--- src/rtl/branch_predict_unit.sv ---
// Bimodal branch predictor with next-PC arbitration between predicted PC, ID-stage JAL and EX redirects.
// Define BPU_PERF_CNT_EN to build the resolved-branch / mispredict performance counters.
module branch_predict_unit #(
  parameter int unsigned PC_WIDTH     = 32,
  parameter int unsigned BHT_IDX_BITS = 6,
  parameter logic [1:0]  CNT_INIT     = 2'b01,
  parameter int unsigned CTR_WIDTH    = 32
) (
  input  logic                 clk,
  input  logic                 rst,
  input  logic [PC_WIDTH-1:0]  fetch_pc,
  input  logic                 fetch_is_br,
  input  logic [PC_WIDTH-1:0]  fetch_br_target,
  output logic                 pred_taken,
  output logic [PC_WIDTH-1:0]  pred_pc,
  input  logic                 id_is_jal,
  input  logic [PC_WIDTH-1:0]  id_jal_target,
  input  logic                 ex_valid,
  input  logic                 ex_stall,
  input  logic                 ex_is_br,
  input  logic                 ex_is_jalr,
  input  logic [2:0]           ex_funct3,
  input  logic                 ex_pred_taken,
  input  logic [PC_WIDTH-1:0]  ex_pc,
  input  logic [PC_WIDTH-1:0]  ex_br_target,
  input  logic [PC_WIDTH-1:0]  ex_jalr_target,
  input  logic                 BrEq,
  input  logic                 BrLt,
  output logic [1:0]           PCSel,
  output logic [PC_WIDTH-1:0]  redirect_pc,
  output logic                 flush,
  output logic [CTR_WIDTH-1:0] br_count,
  output logic [CTR_WIDTH-1:0] mispred_count
);

  localparam int unsigned         BHT_ENTRIES = 1 << BHT_IDX_BITS;
  localparam logic [PC_WIDTH-1:0] PC_STEP     = PC_WIDTH'(4);
  localparam logic [1:0]          PCSEL_PRED  = 2'b00;
  localparam logic [1:0]          PCSEL_JAL   = 2'b01;
  localparam logic [1:0]          PCSEL_REDIR = 2'b10;

  // Saturating 2-bit counter step toward the resolved direction.
  function automatic logic [1:0] cnt_next(input logic [1:0] cnt, input logic taken);
    logic [1:0] res;
    if (taken) begin
      if (cnt == 2'b11) res = 2'b11;
      else              res = cnt + 2'b01;
    end else begin
      if (cnt == 2'b00) res = 2'b00;
      else              res = cnt - 2'b01;
    end
    return res;
  endfunction

  logic [1:0]              bht_q [BHT_ENTRIES];
  logic [1:0]              bht_d [BHT_ENTRIES];
  logic [BHT_IDX_BITS-1:0] fetch_idx_s;
  logic [BHT_IDX_BITS-1:0] ex_idx_s;
  logic                    fetch_hit_s;
  logic                    br_legal_s;
  logic                    br_taken_s;
  logic                    br_valid_s;
  logic                    resolve_s;
  logic                    br_mispred_s;
  logic                    jalr_redir_s;
  logic                    ex_redirect_s;

  assign fetch_idx_s = fetch_pc[BHT_IDX_BITS+1:2];
  assign ex_idx_s    = ex_pc[BHT_IDX_BITS+1:2];
  assign fetch_hit_s = fetch_is_br & bht_q[fetch_idx_s][1];

  always_comb begin
    br_legal_s = 1'b1;
    br_taken_s = 1'b0;
    case (ex_funct3)
      3'b000:         br_taken_s = BrEq;
      3'b001:         br_taken_s = ~BrEq;
      3'b100, 3'b110: br_taken_s = BrLt;
      3'b101, 3'b111: br_taken_s = ~BrLt;
      default:        br_legal_s = 1'b0;
    endcase
  end

  // Redirects follow ex_valid only, so they persist while EX is stalled; training does not.
  assign br_valid_s    = ex_valid & ex_is_br & br_legal_s;
  assign resolve_s     = br_valid_s & ~ex_stall;
  assign br_mispred_s  = br_valid_s & (br_taken_s != ex_pred_taken);
  assign jalr_redir_s  = ex_valid & ex_is_jalr;
  assign ex_redirect_s = jalr_redir_s | br_mispred_s;

  always_comb begin
    pred_taken  = 1'b0;
    pred_pc     = fetch_pc + PC_STEP;
    PCSel       = PCSEL_PRED;
    flush       = 1'b0;
    redirect_pc = '0;
    if (rst) begin
      pred_taken  = 1'b0;
      pred_pc     = fetch_pc + PC_STEP;
      PCSel       = PCSEL_PRED;
      flush       = 1'b0;
      redirect_pc = '0;
    end else begin
      pred_taken = fetch_hit_s;
      if (fetch_hit_s) pred_pc = fetch_br_target;
      else             pred_pc = fetch_pc + PC_STEP;
      if (jalr_redir_s) begin
        redirect_pc = ex_jalr_target;
      end else if (br_mispred_s) begin
        if (br_taken_s) redirect_pc = ex_br_target;
        else            redirect_pc = ex_pc + PC_STEP;
      end else begin
        redirect_pc = '0;
      end
      if (ex_redirect_s) begin
        PCSel = PCSEL_REDIR;
        flush = 1'b1;
      end else if (id_is_jal) begin
        PCSel = PCSEL_JAL;
        flush = 1'b0;
      end else begin
        PCSel = PCSEL_PRED;
        flush = 1'b0;
      end
    end
  end

  always_comb begin
    for (int i = 0; i < int'(BHT_ENTRIES); i++) bht_d[i] = bht_q[i];
    if (resolve_s) bht_d[ex_idx_s] = cnt_next(bht_q[ex_idx_s], br_taken_s);
    else           bht_d[ex_idx_s] = bht_q[ex_idx_s];
  end

  // Fetch reads bht_q, so a same-cycle update at the fetch index is seen one cycle later.
  always_ff @(posedge clk) begin
    if (rst) begin
      for (int i = 0; i < int'(BHT_ENTRIES); i++) bht_q[i] <= CNT_INIT;
    end else begin
      for (int i = 0; i < int'(BHT_ENTRIES); i++) bht_q[i] <= bht_d[i];
    end
  end

`ifdef BPU_PERF_CNT_EN
  logic [CTR_WIDTH-1:0] br_count_q;
  logic [CTR_WIDTH-1:0] br_count_d;
  logic [CTR_WIDTH-1:0] mispred_count_q;
  logic [CTR_WIDTH-1:0] mispred_count_d;

  always_comb begin
    br_count_d      = br_count_q;
    mispred_count_d = mispred_count_q;
    if (resolve_s) begin
      br_count_d = br_count_q + CTR_WIDTH'(1);
      if (br_mispred_s) mispred_count_d = mispred_count_q + CTR_WIDTH'(1);
      else              mispred_count_d = mispred_count_q;
    end else begin
      br_count_d      = br_count_q;
      mispred_count_d = mispred_count_q;
    end
  end

  always_ff @(posedge clk) begin
    if (rst) begin
      br_count_q      <= '0;
      mispred_count_q <= '0;
    end else begin
      br_count_q      <= br_count_d;
      mispred_count_q <= mispred_count_d;
    end
  end

  assign br_count      = br_count_q;
  assign mispred_count = mispred_count_q;
`else
  assign br_count      = '0;
  assign mispred_count = '0;
`endif

endmodule

--- config.mk ---
export PLATFORM = sky130hd
export DESIGN_NAME = branch_predict_unit
export DESIGN_NICKNAME = d
export VERILOG_FILES = /design/src/rtl/branch_predict_unit.sv
export SDC_FILE = /design/constraint.sdc
export NUM_CORES = 1
export LEC_CHECK = 0
export ABC_AREA = 1
export BUFFER_PORTS_ARGS = -buffer_cell sky130_fd_sc_hd__buf_2
export CELL_PAD_IN_SITES_DETAIL_PLACEMENT = 1
export CELL_PAD_IN_SITES_GLOBAL_PLACEMENT = 1
export CORE_MARGIN = 2
export CORE_UTILIZATION = 34
export CTS_CLUSTER_DIAMETER = 40
export DETAILED_ROUTE_END_ITERATION = 10
export PLACE_DENSITY = 0.87
export SYNTH_ARGS = -nofsm -noshare
export SYNTH_HDL_FRONTEND = slang
export SYNTH_SLANG_ARGS = --single-unit
--- constraint.sdc ---
create_clock -name clk -period 2.3 [get_ports clk]
set_input_delay 0 -clock clk [delete_from_list [all_inputs] [get_ports clk]]
set_output_delay 0 -clock clk [all_outputs]
set_load 0.02 [all_outputs]
# ---- After elaboration in Yosys (flattened, before gate mapping)
# Memory sizes are Yosys's and may differ from the RTL's.
# Index checks and enable logic that the tools add are counted.
dict set report word_totals {
  ff_bits 0
  ram_bits 128
  output_inout_bits 132
  memories 1
}
dict set report op_classes {
  addsub 4
  magnitude_cmp 2
  eq_ne 7
  muxes 90
  bitwise 75
  n_reduce_logical 6
}
# memory depth width rd rd_clocked_by_memory_dff wr line_no
set mem_list {}
lappend mem_list {bht_q 64 2 66 0 64 55} ;# logic [1:0] bht_q [BHT_ENTRIES];
# op count
set op_table {}
lappend op_table {{128-bit bitwise mux} 2}
lappend op_table {{32-bit 2-to-1 mux} 6}
lappend op_table {{2-bit 2-to-1 mux} 71}
lappend op_table {{128-bit 2-to-1 mux} 1}
lappend op_table {{1-bit bitwise OR} 65}
lappend op_table {{32-bit by 3-bit adder with 32-bit output, second input constant} 2}
lappend op_table {{2-bit demux with 6-bit select} 1}
lappend op_table {{3-bit == test, second input constant} 4}
lappend op_table {{1-bit 2-to-1 mux} 8}
lappend op_table {{7-bit greater-or-equal comparator, second input constant} 1}
lappend op_table {{7-bit by 1-bit < comparator with 1-bit output, second input constant} 1}
lappend op_table {{6-bit inverter with 7-bit output} 1}
lappend op_table {{1-bit bitwise AND} 6}
lappend op_table {{6-bit OR reduction} 1}
lappend op_table {{1-bit case mux with 4 select lines} 1}
lappend op_table {{2-bit OR reduction} 2}
lappend op_table {{3-bit by 1-bit == test with 1-bit output, second input constant} 1}
lappend op_table {{3-bit zero test} 1}
lappend op_table {{1-bit inverter} 3}
lappend op_table {{2-bit by 1-bit adder with 2-bit output, second input constant} 1}
lappend op_table {{2-bit == test, second input constant} 1}
lappend op_table {{2-bit zero test} 1}
lappend op_table {{2-bit by 1-bit subtractor with 2-bit output, second input constant} 1}
lappend op_table {{1-bit logical AND} 1}
lappend op_table {{1-bit inequality test} 1}

# ---- Depth between registers and ports, before layout
dict set report logic_depth {
  ltp_word 9
  ltp_mapped 19
  ltp_nobuf 15
}

# ---- Worst setup path before layout
# No wires, ideal clock.
dict set report synth_path {
  kind {register to register}
  from {memory bht_q[2][1]}
  to {memory bht_q[4][1]}
  setup_time_ps 132
  arrival_ps 1620
  slack_ps 548
  stages_incl_launch_ff 13
  path_buffers 1
  synth_period_minus_slack_ps 1752
  cell_sequence {dfxtp_1 -> or2_2 -> nand3_1 -> nand2_1 -> o21ai_1 -> nand2_1 -> nor2_2 -> nand2_1 -> a21oi_4 -> nand2_2 -> buf_2 -> nand2_1 -> a21oi_1}
}
# item line_no
set synth_lines {}
lappend synth_lines {{from (decl)} 55}

==> metrics.txt <==
status finished with violations; failing checks setup timing; critical path endpoint pred_pc[22]; # Max-Cap Violations 0; adder-cell area share of the yosys netlist 0.2333%; Non-Filler Instances 2,575; Clock Pin Slew Worst Setup and Hold Paths 60 ps; Hold Crit Depth 5; Synth Register Bits 128; post-route core utilization 43.43%; headroom to the max-slew limit 40.40%; die height 181.6 um; Iter 0 DRT Violations 1,005; Port-buffer cells 241; CTS Root Cell clkbuf_16; area leader, netlist dfxtp_1; Yosys top cell area share 23.89%; Worst R2R Path Depth 12; fin. max-slew vios 0; Slew @ Worst Pin 893.0 ps; top cells by area, synth dfxtp_1, nand2_1, a21oi_1, inv_1, nand3_1; detailed placer's ending HPWL 32,600 um; mean routed wirelength per cell 18.87 um; Layout Area Growth over Synthesis 26.78%; Synth cell types 36; drt first pass iters 5; Via Count 13,810; # DRC 0; top achievable clock speed 408.1 MHz; H-tree depth 4; TritonCTS clock tree yes; final antenna-violating net count 0; IO Count 338; CTS sink cnt 128; Hold Fails Final Rpt 0; Largest register FFs 128; row cnt 65; Die ar. 32,990 um^2; worst flop-to-flop path startpoint bht_q[34][1]; r2r setup slk 100 ps; registers with the most flip-flops bht_q (128); PD cells 506.5 nW/um^2; Synth Area in Simple Gates 38.67%; WP data arrival 2450 ps; vias in the first global route 13,990; largest net degree at the start of global routing 163; nets@finish 2,366; crit path time final 2451 ps; first-pass GRT wire length 72,330 um; Worst EP required 2300 ps; GR Util All Layers 27.14%; die extent in x 181.6 um; largest reg by FF count bht_q; Worst setup SP type flip-flop; commonest non-fill, non-tap cell in the layout nand2_1; Inst Count DP 2,535; Synthesis Warnings 0; skew final 13.88 ps; Hold Path Class primary input to flip-flop; detailed-route wire length 48,590 um; Mapped Area 10,730 um^2; largest family of logic cells by synthesized area simple AND/OR/NAND/NOR gates; number of CTS-inserted buffers 17; CTS Buffer Depth 2; Synth Instances 1,925; CP Max Fanout 8; area of the core 31,310 um^2; crit path launch bht_q[49][1]; post-synthesis mux area share 0%; final worst setup slack -150.5 ps; LEAKAGE 6.517 nW; Post-CTS Hold Buffers 0; RSZ-0062 raised after global routing true; xor/xnor share of the synthesized area 3.021%; initial antenna violation count 2; commonest cells after routing, fill and taps aside nand2_1, inv_1, buf_2; Post-Syn Area per Cell 5.572 um^2; gr ovfl total 0; maximum vdd ir drop 0.5162 mV; final non-filler cell area 13,600 um^2; Setup crit end kind output pin; complex-gate fraction of the synthesized area 15.64%; Final period util 106.5%; final hold slack 83.95 ps; Starting Density 34.26%; worst setup path class flip-flop to output pin; DR vias/cell 5.361; Placement Cell Area 12,370 um^2; sequential share of the synthesized area 23.89%; r2r endpoint bht_q[45][0]; setup violators final 32; Skew-Pair Late Insertion Delay 440 ps; share of post-route cells with drive strength above 1 20.73%; RePlAce Congestion 0.9200
[stage by stage]
step           setup WS, ps  power, mW  TNS, ps
3_5_place_dp          95.80      3.949        0
4_1_cts              -14.60      6.671   -15.67
2_1_floorplan         547.9      3.349        0
3_3_place_gp          216.9      3.911        0
5_1_grt              -228.8      7.105    -5702
6_report             -150.5      6.889    -2852
[critical path: stages (launching register included)]
cell and delay [ps]:
dfxtp_1 350, inv_1 80, a21oi_1 130, o21ai_0 130, nand3_1 110, nand3_2 100, nand3_2 100, nand2_2 70
nand2_2 90, nand3_4 210, inv_8 180, clkbuf_16 180, nand2_1 60, nand2_1 70, buf_4 150
[cells in the mapped netlist, drive strengths merged]
| cell type | instances |
|---|---|
| a211oi | 1 |
| a21oi | 211 |
| a22oi | 3 |
| a31oi | 1 |
| buf | 119 |
| clkbuf | 36 |
| clkinv | 1 |
| conb | 1 |
| dfxtp | 128 |
| ha | 2 |
| inv | 278 |
| nand2 | 648 |
| nand3 | 152 |
| nand3b | 5 |
| nand4 | 22 |
| nor2 | 151 |
| nor3 | 12 |
| nor4 | 8 |
| o211ai | 23 |
| o21ai | 79 |
| o22ai | 1 |
| or2 | 6 |
| xnor2 | 13 |
| xor2 | 24 |
[cell type report]
cell class | instances | area (um^2)
Sequential cell | 128 | 2571
Timing Repair Buffer | 306 | 2180
Clock buffer | 18 | 429.2
Tap cell | 402 | 503.0
Fill cell | 4355 | 17710
Multi-Input combinational cell | 1426 | 6715
Antenna cell | 2 | 5.005
Inverter | 279 | 1055
Clock inverter | 14 | 141.4
[worst min path at each step]
stage | start | endpoint | slack, ps
3_3_place_gp | fetch_br_target[28] | pred_pc[28] | 310
6_report | ex_pc[5] | bht_q[31][0] | 80
2_1_floorplan | id_is_jal | PCSel[0] | 150
4_1_cts | ex_pc[5] | bht_q[31][0] | 70
3_5_place_dp | fetch_br_target[0] | pred_pc[0] | 310
5_1_grt | ex_pc[5] | bht_q[31][0] | 120
[power by group]
part           leakage [nW]  internal [mW]  total (mW)  switching (mW)
sequential             1.04           2.24        2.25          0.0140
clock                 0.272           1.59        2.74            1.15
combinational          5.21          0.624        1.90            1.27
total                  6.52           4.45        6.89            2.44
[logic make-up (layout without fill, tap and decap cells)]
family	after synthesis	in the layout
simple gates	1004	1004
fa+ha+maj	2	2
buf+inv	434	617
other cells	1	66
compound gates	319	319
flops	128	128
xor+xnor	37	37
[routing by layer]
metal | vias to the layer above | GRT usage (%) | wire (um)
met1 | 6634 | 32.34 | 19410
met5 | - | 0 | 0
met4 | 0 | 11.90 | 2412
met3 | 205 | 4.172 | 3182
met2 | 591 | 48.18 | 23590
li1 | 6375 | - | -
[repair_timing]
action                                  in CTS  in global routing
gates resized for setup                     33                148
setup buffers                                1                  0
pin swaps                                    8                 23
gates cloned                                 1                  4
endpoints found under the setup margin      33                 59
No activity file was read; power rests on OpenSTA's default activity.
